`config.mk`:
```
export PLATFORM = sky130hd
export DESIGN_NAME = rr_dispatcher
export DESIGN_NICKNAME = d
export VERILOG_FILES = /design/src/rtl/rr_dispatch_pkg.sv /design/src/rtl/rr_pick.sv /design/src/rtl/rr_dispatcher.sv
export SDC_FILE = /design/constraint.sdc
export NUM_CORES = 1
export LEC_CHECK = 0
export BUFFER_PORTS_ARGS = -buffer_cell sky130_fd_sc_hd__buf_2
export CORE_MARGIN = 8
export CORE_UTILIZATION = 50
export CTS_BUF_LIST = sky130_fd_sc_hd__clkbuf_8
export DETAILED_ROUTE_END_ITERATION = 6
export PLACE_DENSITY = 0.78
export SYNTH_ARGS = -nofsm -noshare
export SYNTH_HDL_FRONTEND = slang
export SYNTH_HIERARCHICAL = 1
export SYNTH_SLANG_ARGS = --single-unit
```
`constraint.sdc`:
```
create_clock -name clk -period 2.9 [get_ports clk]
set_clock_uncertainty 0.2 [all_clocks]
set_input_delay 0.29 -clock clk [delete_from_list [all_inputs] [get_ports clk]]
set_output_delay 0.29 -clock clk [all_outputs]
set_load 0.05 [all_outputs]
```
`src/rtl/rr_dispatch_pkg.sv`:
```
// Shared constants and helpers for the round-robin dispatcher.
// Helpers operate on MAX_N-wide vectors so any sink count up to MAX_N can use them.
package rr_dispatch_pkg;

  localparam int STATS_W = 16;
  localparam int MAX_N   = 32;

  function automatic int onehot_to_idx(input logic [MAX_N-1:0] v);
    int idx;
    idx = 0;
    for (int i = 0; i < MAX_N; i++) begin
      if (v[i]) idx = i;
    end
    return idx;
  endfunction

  // Rotate the low n bits left by one; bit n-1 wraps to bit 0.
  function automatic logic [MAX_N-1:0] rotl1(input logic [MAX_N-1:0] v, input int n);
    logic [MAX_N-1:0] r;
    r = '0;
    for (int i = 0; i < MAX_N; i++) begin
      if (i < n && v[i]) r[(i + 1 == n) ? 0 : i + 1] = 1'b1;
    end
    return r;
  endfunction

endpackage

```
`src/rtl/rr_pick.sv`:
```
// Combinational rotating-priority picker: first set bit of free at or above the
// pointer position, wrapping, found by scanning a doubled copy of free.
module rr_pick
  import rr_dispatch_pkg::*;
#(
  parameter int N = 4,
  localparam int IW = $clog2(N)
) (
  input  logic [N-1:0]  free,
  input  logic [N-1:0]  ptr_onehot,
  output logic [N-1:0]  pick_onehot,
  output logic [IW-1:0] pick_idx,
  output logic          any
);

  logic [2*N-1:0] dbl;
  int             ptr_pos;

  always_comb begin
    dbl         = {free, free};
    ptr_pos     = onehot_to_idx(MAX_N'(ptr_onehot));
    pick_onehot = '0;
    pick_idx    = '0;
    any         = 1'b0;
    for (int j = 0; j < 2 * N; j++) begin
      if (!any && j >= ptr_pos && dbl[j]) begin
        any = 1'b1;
        pick_idx = IW'((j >= N) ? j - N : j);
        pick_onehot[(j >= N) ? j - N : j] = 1'b1;
      end
    end
  end

endmodule

```
`src/rtl/rr_dispatcher.sv`:
```
// 1-to-N round-robin stream dispatcher with a one-entry register per sink.
// Optional per-sink saturating dispatch counters when RR_DISPATCHER_STATS_EN is defined.
module rr_dispatcher
  import rr_dispatch_pkg::*;
#(
  parameter int NUM_SINKS = 4,
  parameter int DATA_W    = 32,
  localparam int IW = $clog2(NUM_SINKS)
) (
  input  logic                        clk,
  input  logic                        rst_n,
  input  logic                        s_valid,
  output logic                        s_ready,
  input  logic [DATA_W-1:0]           s_data,
  output logic [NUM_SINKS-1:0]        m_valid,
  input  logic [NUM_SINKS-1:0]        m_ready,
  output logic [NUM_SINKS*DATA_W-1:0] m_data,
  output logic [IW-1:0]               last_sink
`ifdef RR_DISPATCHER_STATS_EN
  ,
  input  logic                         stats_clr,
  output logic [NUM_SINKS*STATS_W-1:0] dispatch_cnt
`endif
);

  // Handshakes: a word moves when valid & ready are both high at a rising clk edge.
  // s_ready reflects slot availability only (never s_valid); it depends
  // combinationally on m_ready because a draining slot can be refilled at once.
  logic [NUM_SINKS-1:0] free;
  logic [NUM_SINKS-1:0] ptr;
  logic [NUM_SINKS-1:0] pick_onehot;
  logic [IW-1:0]        pick_idx;
  logic                 pick_any;
  logic                 fire;

  assign free    = ~m_valid | m_ready;
  assign s_ready = |free;
  assign fire    = s_valid & s_ready;

  rr_pick #(.N(NUM_SINKS)) u_pick (
    .free        (free),
    .ptr_onehot  (ptr),
    .pick_onehot (pick_onehot),
    .pick_idx    (pick_idx),
    .any         (pick_any)
  );

  always_ff @(posedge clk or negedge rst_n) begin
    if (!rst_n) begin
      m_valid   <= '0;
      m_data    <= '0;
      last_sink <= '0;
      ptr       <= NUM_SINKS'(1);
    end else begin
      for (int i = 0; i < NUM_SINKS; i++) begin
        if (fire && pick_any && pick_onehot[i]) begin
          m_valid[i]                     <= 1'b1;
          m_data[i*DATA_W +: DATA_W]     <= s_data;
        end else if (m_ready[i]) begin
          m_valid[i] <= 1'b0;
        end
      end
      // Pointer only advances on a dispatch, so idle cycles keep the rotation point.
      if (fire) begin
        last_sink <= pick_idx;
        ptr       <= NUM_SINKS'(rotl1(MAX_N'(pick_onehot), NUM_SINKS));
      end
    end
  end

`ifdef RR_DISPATCHER_STATS_EN
  always_ff @(posedge clk or negedge rst_n) begin
    if (!rst_n) begin
      dispatch_cnt <= '0;
    end else begin
      for (int i = 0; i < NUM_SINKS; i++) begin
        if (stats_clr) begin
          dispatch_cnt[i*STATS_W +: STATS_W] <= '0;
        end else if (fire && pick_onehot[i] && dispatch_cnt[i*STATS_W +: STATS_W] != '1) begin
          dispatch_cnt[i*STATS_W +: STATS_W] <= dispatch_cnt[i*STATS_W +: STATS_W] + 1'b1;
        end
      end
    end
  end
`endif

endmodule

```
**Yosys cells after proc, flatten, opt, wreduce, memory -nomap -nowiden**

Cells that the tools add are included.

- Register bits: 138
- Latch bits: 0
- RAM bits: 0
- ROM bits: 0
- Input port bits: 39
- Output and inout bits: 135
- Logic and storage cells: 90
- Memories: 0

- Add/subtract/negate cells: 0
- Multiply operators: 0
- Div/mod/pow operators: 0
- Order comparisons: 8
- Eq/ne operators: 0
- Shifts and indexed selects: 0
- Mux-type cells: 37
- Bitwise operators: 3
- Reductions and logical operators: 32

Operator list:

| cell | count |
|---|---|
| greater-or-equal comparator 4 x 32 -> 1 bit, first input constant | 4 |
| greater-or-equal comparator 3 x 32 -> 1 bit, first input constant | 2 |
| two-way mux 32 bit | 2 |
| greater-or-equal comparator 1 x 32 -> 1 bit, first input constant | 1 |
| greater-or-equal comparator 2 x 32 -> 1 bit, first input constant | 1 |
| two-way mux 1 bit | 29 |
| logical AND 1 bit | 20 |
| two-way mux 2 bit | 6 |
| nonzero test 2 bit | 4 |
| logical NOT 1 bit | 7 |
| NOT 4 bit | 1 |
| OR 4 bit | 1 |
| OR reduction 4 bit | 1 |
| AND 1 bit | 1 |

**Depth between registers and ports, before layout**

Gate-level depths: netlist of the first run.

- Depth in word-level cells: 37
- Depth in mapped cells: 9
- Depth with buffers taken out: 7

**Hierarchy**

Netlist of the first run, hierarchy kept.

Modules (own cells, without submodules):

| module | times used | cells an instance | area an instance (µm²) | seq. area each (µm²) |
|---|---|---|---|---|
| rr_dispatcher | 1 | 304 | 5786.8 | 3454.6 |
| rr_pick | 1 | 26 | 156.4 | 0.0 |

**Least setup slack after synthesis of the first run**

OpenSTA, ideal clock, no wires.

- Kind: register -> register
- Start: register m_valid[3]
- End: register m_data[65]
- Setup time: 0.125 ns
- Data arrival time: 2.195 ns
- Required time: 2.575 ns
- Slack: 0.380 ns
- Cell stages (with the launch flop): 10
- Buffers on the path: 2
- Clock period less this slack: 2.520 ns
- Cells stage by stage: dfrtp_1 > nand2b_1 > clkbuf_2 > o31ai_1 > nand2_1 > nor2_1 > nand3_1 > a21oi_4 > buf_6 > mux2_4

- Elaborated cells on any way between the ends: 25
- Classes of those cells: mux: 6; bitwise: 3; reduce/logical: 16

RTL lines:

| what | RTL line | RTL |
|---|---|---|
| start, declared | rr_dispatcher.sv:15 | `output logic [NUM_SINKS-1:0] m_valid,` |
| start signal, assigned | rr_dispatcher.sv:50 | `m_valid <= '0;` |
| start signal, assigned by index | rr_dispatcher.sv:57 | `m_valid[i] <= 1'b1;` |
| start signal, assigned by index | rr_dispatcher.sv:60 | `m_valid[i] <= 1'b0;` |
| NOT 4 bit (*) | rr_dispatcher.sv:36 | `assign free = ~m_valid \| m_ready;` |
| OR 4 bit (*) | rr_dispatcher.sv:36 |  |
| net free[3] | rr_dispatcher.sv:29 | `logic [NUM_SINKS-1:0] free;` |
| logical AND 1 bit (*) | rr_pick.sv:26 | `if (!any && j >= ptr_pos && dbl[j]) begin` |
| two-way mux 1 bit (*) | rr_pick.sv:26 |  |
| logical NOT 1 bit | rr_pick.sv:26 |  |
| logical AND 1 bit (2 in a row) | rr_pick.sv:26 |  |
| two-way mux 1 bit (*) | rr_pick.sv:26 |  |
| logical NOT 1 bit | rr_pick.sv:26 |  |
| logical AND 1 bit (2 in a row) | rr_pick.sv:26 |  |
| two-way mux 1 bit (*) | rr_pick.sv:26 |  |
| logical NOT 1 bit (*) | rr_pick.sv:26 |  |
| logical AND 1 bit (*) (2 in a row) | rr_pick.sv:26 |  |
| two-way mux 1 bit (*) | rr_pick.sv:26 |  |
| net pick_onehot[2] | rr_dispatcher.sv:31 | `logic [NUM_SINKS-1:0] pick_onehot;` |
| logical AND 1 bit (*) | rr_dispatcher.sv:56 | `if (fire && pick_any && pick_onehot[i]) begin` |
| end signal, assigned by index | rr_dispatcher.sv:58 | `m_data[i*DATA_W +: DATA_W] <= s_data;` |
| end, declared | rr_dispatcher.sv:17 | `output logic [NUM_SINKS*DATA_W-1:0] m_data,` |

Mark *: on every way through the listed nets, which the timed path passes. The rest lies on a longest branch.
A chain may end at the register's enable or synchronous reset.

**Final worst setup path of the first run**

- Start: input port m_ready[2]
- End: register m_data[22]

- Elaborated cells on any way between the ends: 28
- Classes of those cells: mux: 7; bitwise: 2; reduce/logical: 19

RTL lines:

| what | RTL line | RTL |
|---|---|---|
| start, declared | rr_dispatcher.sv:16 | `input logic [NUM_SINKS-1:0] m_ready,` |
| OR 4 bit (*) | rr_dispatcher.sv:36 |  |
| net free[2] | rr_dispatcher.sv:29 |  |
| logical AND 1 bit (*) | rr_pick.sv:26 |  |
| two-way mux 1 bit (*) | rr_pick.sv:26 |  |
| logical NOT 1 bit | rr_pick.sv:26 |  |
| logical AND 1 bit (2 in a row) | rr_pick.sv:26 |  |
| two-way mux 1 bit (*) | rr_pick.sv:26 |  |
| logical NOT 1 bit (*) | rr_pick.sv:26 |  |
| logical AND 1 bit (*) (2 in a row) | rr_pick.sv:26 |  |
| two-way mux 1 bit (*) | rr_pick.sv:26 |  |
| net pick_onehot[0] | rr_dispatcher.sv:31 |  |
| logical AND 1 bit (*) | rr_dispatcher.sv:56 |  |

Marked as above.

==> flow_summary_export.csv, run 1 <==
group,metric,value,unit
floorplan,chipHeight,124.7,µm
critical_path,worstPathArrival,2.81,ns
critical_path,cp-end-kind,"register",
synthesis,yosysWarnings,6,
worst_hold_path,hp-class,"in2reg",
global_route,grt_pass1_vias,3996,
timing,max_freq,372.5,MHz
clock_network,cts_resized,0,
routing,drtIter0Drc,230,
floorplan,dieArea,15550,µm²
routing,ant_nets,0,
floorplan,start_util,51.50,%
timing,rsz0062_at_grt,"no",
worst_hold_path,worstHoldStart,"s_valid",
timing,max_slew_margin,54.80,%
timing,finalCritPeriodShare,92.58,%
timing,maxSlewViolCount,0,
synthesis,synth_area,5906,µm²
synthesis,synthesis.nets,367,
clock_network,clk_pin_slew,0.07,ns
final_layout,final_cell_mix,"172 x buf_2, 137 x dfrtp_1, 120 x mux2_4",
place,detailed_place_hpwl,10.11,mm
synthesis,synth.avg_cell_area,18.01,µm²
final_layout,final_common_cell,"buf_2",
floorplan,core,11470,µm²
critical_path,path_class,"in2reg",
global_route,antenna_found_initial,0,
routing,wl_per_cell,20.19,µm
critical_path,r2r-start,"m_valid[2]",
routing,vias,3623,
global_route,grt_first_pass_wirelength,23.09,mm
critical_path,crit_start,"m_ready[2]",
floorplan,fp.dieW,124.7,µm
place,io_buffers,173,
timing,worst_pin_slew,0.6779,ns
synthesis,netlist_instances,328,
clock_network,cts_inserted_buffers,17,
clock_network,cts_tree,"built",
clock_network,post_cts_buffers,0,
routing,totalWireLength,14.30,mm
critical_path,required,3.02,ns
routing,viasPerCell,5.117,
global_route,grt_max_degree,54,
routing,drc,0,
global_route,grt_util_all_layers,18.60,%
critical_path,worstPathMaxFanout,20,
clock_network,clk_latency,0.44,ns
outcome,status,"finished clean",
global_route,grt_overflow_total,0,
clock_network,cts_hold_buf,35,
timing,period_minus_slack,2.685,ns
clock_network,cts_root_buf,"clkbuf_8",
final_layout,diodes,0,
final_layout,nNetsFinal,591,
final_layout,fin_util,67.20,%
clock_network,cts_sinks,137,
floorplan,io_pins,174,
final_layout,area_growth,30.49,%
clock_network,clock_path_buffers,2,
critical_path,worstRegToRegCells,8,
job,cap_viol_max_count,0,
final_layout,fill_cells,772,
timing,fin_tns_setup,0,ns
timing,setup_violations,0,
critical_path,start_kind,"primary input",
final_layout,drive_gt1_share,63.72,%
worst_hold_path,whs_path_depth,3,
place,place_congestion,0.8817,
floorplan,core.rowCount,39,
timing,hold_viol,0,
clock_network,h-tree-depth,4,
routing,firstDrtPassIters,5,
stage by stage:
| stage | cell area, µm² | hold slack [ns] | setup slack, ns | cells |
|---|---|---|---|---|
| global route | 7706 | 0.03924 | 0.1062 | 708 |
| CTS | 7706 | 0.02191 | 0.2843 | 708 |
| global placement | 6899 | 0.1644 | 0.3982 | 641 |
| floorplan | 5906 | -0.2056 | 0.3799 | 328 |
| detailed placement | 6899 | 0.1734 | 0.3597 | 641 |
| finish | 7706 | 0.05780 | 0.2151 | 708 |
layer usage:
layer  part of all wire [%]  up-vias  wire (µm)  GRT usage, %
met5                      0        -          0             0
met4                    1.8        0        254         8.079
met3                    6.8       19        976         6.681
met2                     49      131       6972         30.26
met1                     43     1853       6093         21.71
li1                       -     1620          -             -
flip-flops by register name, summed over array words and instances (netlist names):
register   flops
last_sink      2
m_valid        4
m_data       128
ptr            3
final cells by class:
class	count	area, µm²	share of cell area (%)
multi-input cells	177	2307	29.94
inverters	1	3.754	0.04871
clock buffers	21	289.0	3.751
repair buffers	218	1331	17.28
flip-flops and latches	137	3428	44.49
well taps	143	178.9	2.322
clock inverters	11	167.7	2.176
final timing paths:
kind / to / slack [ns]
worst max register to register: m_data[22] / 0.37
min in group asynchronous: m_data[98] / 0.26
worst min-delay path: m_valid[1] / 0.06
worst max-delay path: m_data[22] / 0.22
worst min register to register: m_data[32] / 0.31
max in group asynchronous: m_data[57] / 1.37
critical path: stages:
cell and delay, ns:
dlygate4sd3_1 0.53, buf_2 0.13, nand2b_4 0.17, nor2b_2 0.19, a211oi_1 0.23, o21a_1 0.18, nand3_1 0.19, a21oi_4 0.17
buf_4 0.38, mux2_4 0.34
Power of run 1 is not shown: default switching activity piles up to over one toggle a cycle in this logic, so the estimate is an artifact.
==> inputs of run 2 (changes only) <==
Settings changed: ABC_AREA from default to 1, PLACE_DENSITY 0.78 to 0.79, SLEW_MARGIN from default to 20.
==> flow_summary_export.csv, run 2 <==
group,metric,value,unit
clock_network,h-tree-depth,4,
final_layout,final_cell_mix,"406 x nand2_1, 172 x buf_2, 137 x dfrtp_1",
global_route,grt_util_all_layers,23.31,%
critical_path,required,3.00,ns
clock_network,clk_pin_slew,0.08,ns
synthesis,yosysWarnings,6,
clock_network,post_cts_buffers,0,
timing,period_minus_slack,2.638,ns
floorplan,core.rowCount,38,
timing,rsz0062_at_grt,"no",
synthesis,synth.avg_cell_area,8.813,µm²
final_layout,area_growth,30.93,%
place,io_buffers,173,
clock_network,cts_tree,"built",
critical_path,cp-end-kind,"register",
routing,vias,4880,
timing,setup_violations,0,
floorplan,chipHeight,120.3,µm
job,cap_viol_max_count,0,
critical_path,start_kind,"primary input",
final_layout,largest-register,"m_data",
global_route,antenna_found_initial,0,
place,place_congestion,0.9132,
routing,ant_nets,0,
clock_network,cts_root_buf,"clkbuf_8",
timing,fin_tns_setup,0,ns
routing,drc,0,
critical_path,worstPathArrival,2.74,ns
critical_path,path_class,"in2reg",
final_layout,final_common_cell,"nand2_1",
synthesis,synth_area,5438,µm²
clock_network,cts_sinks,137,
final_layout,drive_gt1_share,27.71,%
synthesis,synthesis.nets,656,
timing,max_slew_margin,40.87,%
global_route,grt_overflow_total,0,
routing,wl_per_cell,16.41,µm
place,detailed_place_hpwl,11.06,mm
final_layout,nNetsFinal,874,
final_layout,diodes,0,
clock_network,clock_path_buffers,2,
timing,maxSlewViolCount,0,
routing,firstDrtPassIters,5,
timing,worst_pin_slew,0.8848,ns
global_route,grt_max_degree,55,
clock_network,cts_inserted_buffers,17,
clock_network,clk_latency,0.42,ns
global_route,grt_pass1_vias,5245,
synthesis,netlist_instances,617,
floorplan,core,10750,µm²
routing,viasPerCell,4.939,
timing,hold_viol,0,
outcome,status,"finished clean",
global_route,grt_first_pass_wirelength,26.72,mm
place,dp_cells,919,
final_layout,largest_reg_flops,128,
timing,finalCritPeriodShare,90.97,%
floorplan,fp.dieW,120.3,µm
worst_hold_path,hp-class,"in2async",
timing,max_freq,379.1,MHz
floorplan,io_pins,174,
final_layout,reg.largest.list,"m_data (128), m_valid (4), ptr (3)",
final_layout,instances_no_fill,988,
routing,drtIter0Drc,419,
floorplan,start_util,50.61,%
critical_path,worstPathMaxFanout,18,
floorplan,dieArea,14470,µm²
routing,totalWireLength,16.21,mm
==> run 2: worst max-delay path, stage by stage <==
cell	delay (ns)
dlygate4sd3_1	0.53
buf_2	0.12
inv_1	0.06
nand2_2	0.08
inv_2	0.10
nor2_2	0.04
nand2_2	0.08
nand2_2	0.08
nor2_4	0.12
nand3_1	0.12
nand2_1	0.11
nand4_1	0.51
buf_12	0.38
nand2_1	0.06
nand2_1	0.07
==> run 2: what timing repair did <==
item | CTS | global route
hold endpoints to repair | 183 | 0
hold buffers | 37 | 0
gates resized for setup | 0 | 0
==> run 2: final timing paths <==
path | startpoint | end | slack [ns] | depth (start not counted)
max | m_ready[0] | m_data[45] | 0.26 | 15
min | rst_n | m_data[31] | 0.19 | 2
max reg2reg | m_valid[0] | m_data[62] | 0.42 | 12
min reg2reg | m_data[50] | m_data[50] | 0.28 | 2
max in group asynchronous | rst_n | m_data[1] | 1.60 | 3
min in group clk | s_valid | m_data[0] | 0.20 | 5
==> run 2: per-layer routing <==
| metal | share of wire (%) | up-vias | global-route usage [%] |
|---|---|---|---|
| li1 | - | 2291 | - |
| met1 | 39 | 2337 | 27.06 |
| met2 | 50 | 221 | 38.98 |
| met3 | 8.4 | 31 | 7.552 |
| met4 | 2.4 | 0 | 10.15 |
| met5 | 0 | - | 0 |
==> run 2: metrics by stage <==
| step | area (µm²) | setup slack (ns) | hold slack [ns] | utilization [%] |
|---|---|---|---|---|
| final | 7119 | 0.2619 | 0.1850 | 66.26 |
| after global routing | 7119 | 0.08717 | 0.1890 | 66.26 |
| after CTS | 7119 | 0.3470 | 0.1796 | 66.26 |
| after detailed placement | 6415 | 0.4497 | 0.07900 | 59.70 |
| after global placement | 6415 | 0.5582 | 0.07481 | 59.70 |
| after floorplan | 5438 | 0.7287 | -0.2056 | - |
==> run 2: area by class of cell <==
cell class                 instances  area (µm²)
timing repair buffer             224        1373
clock buffer                      18       247.7
fill                             869        3626
sequential                       137        3428
multi-input combinational        438        1745
inverter                          17       63.81
tap                              140       175.2
clock inverter                    14       86.33
Power of run 2 is left out for the same reason.
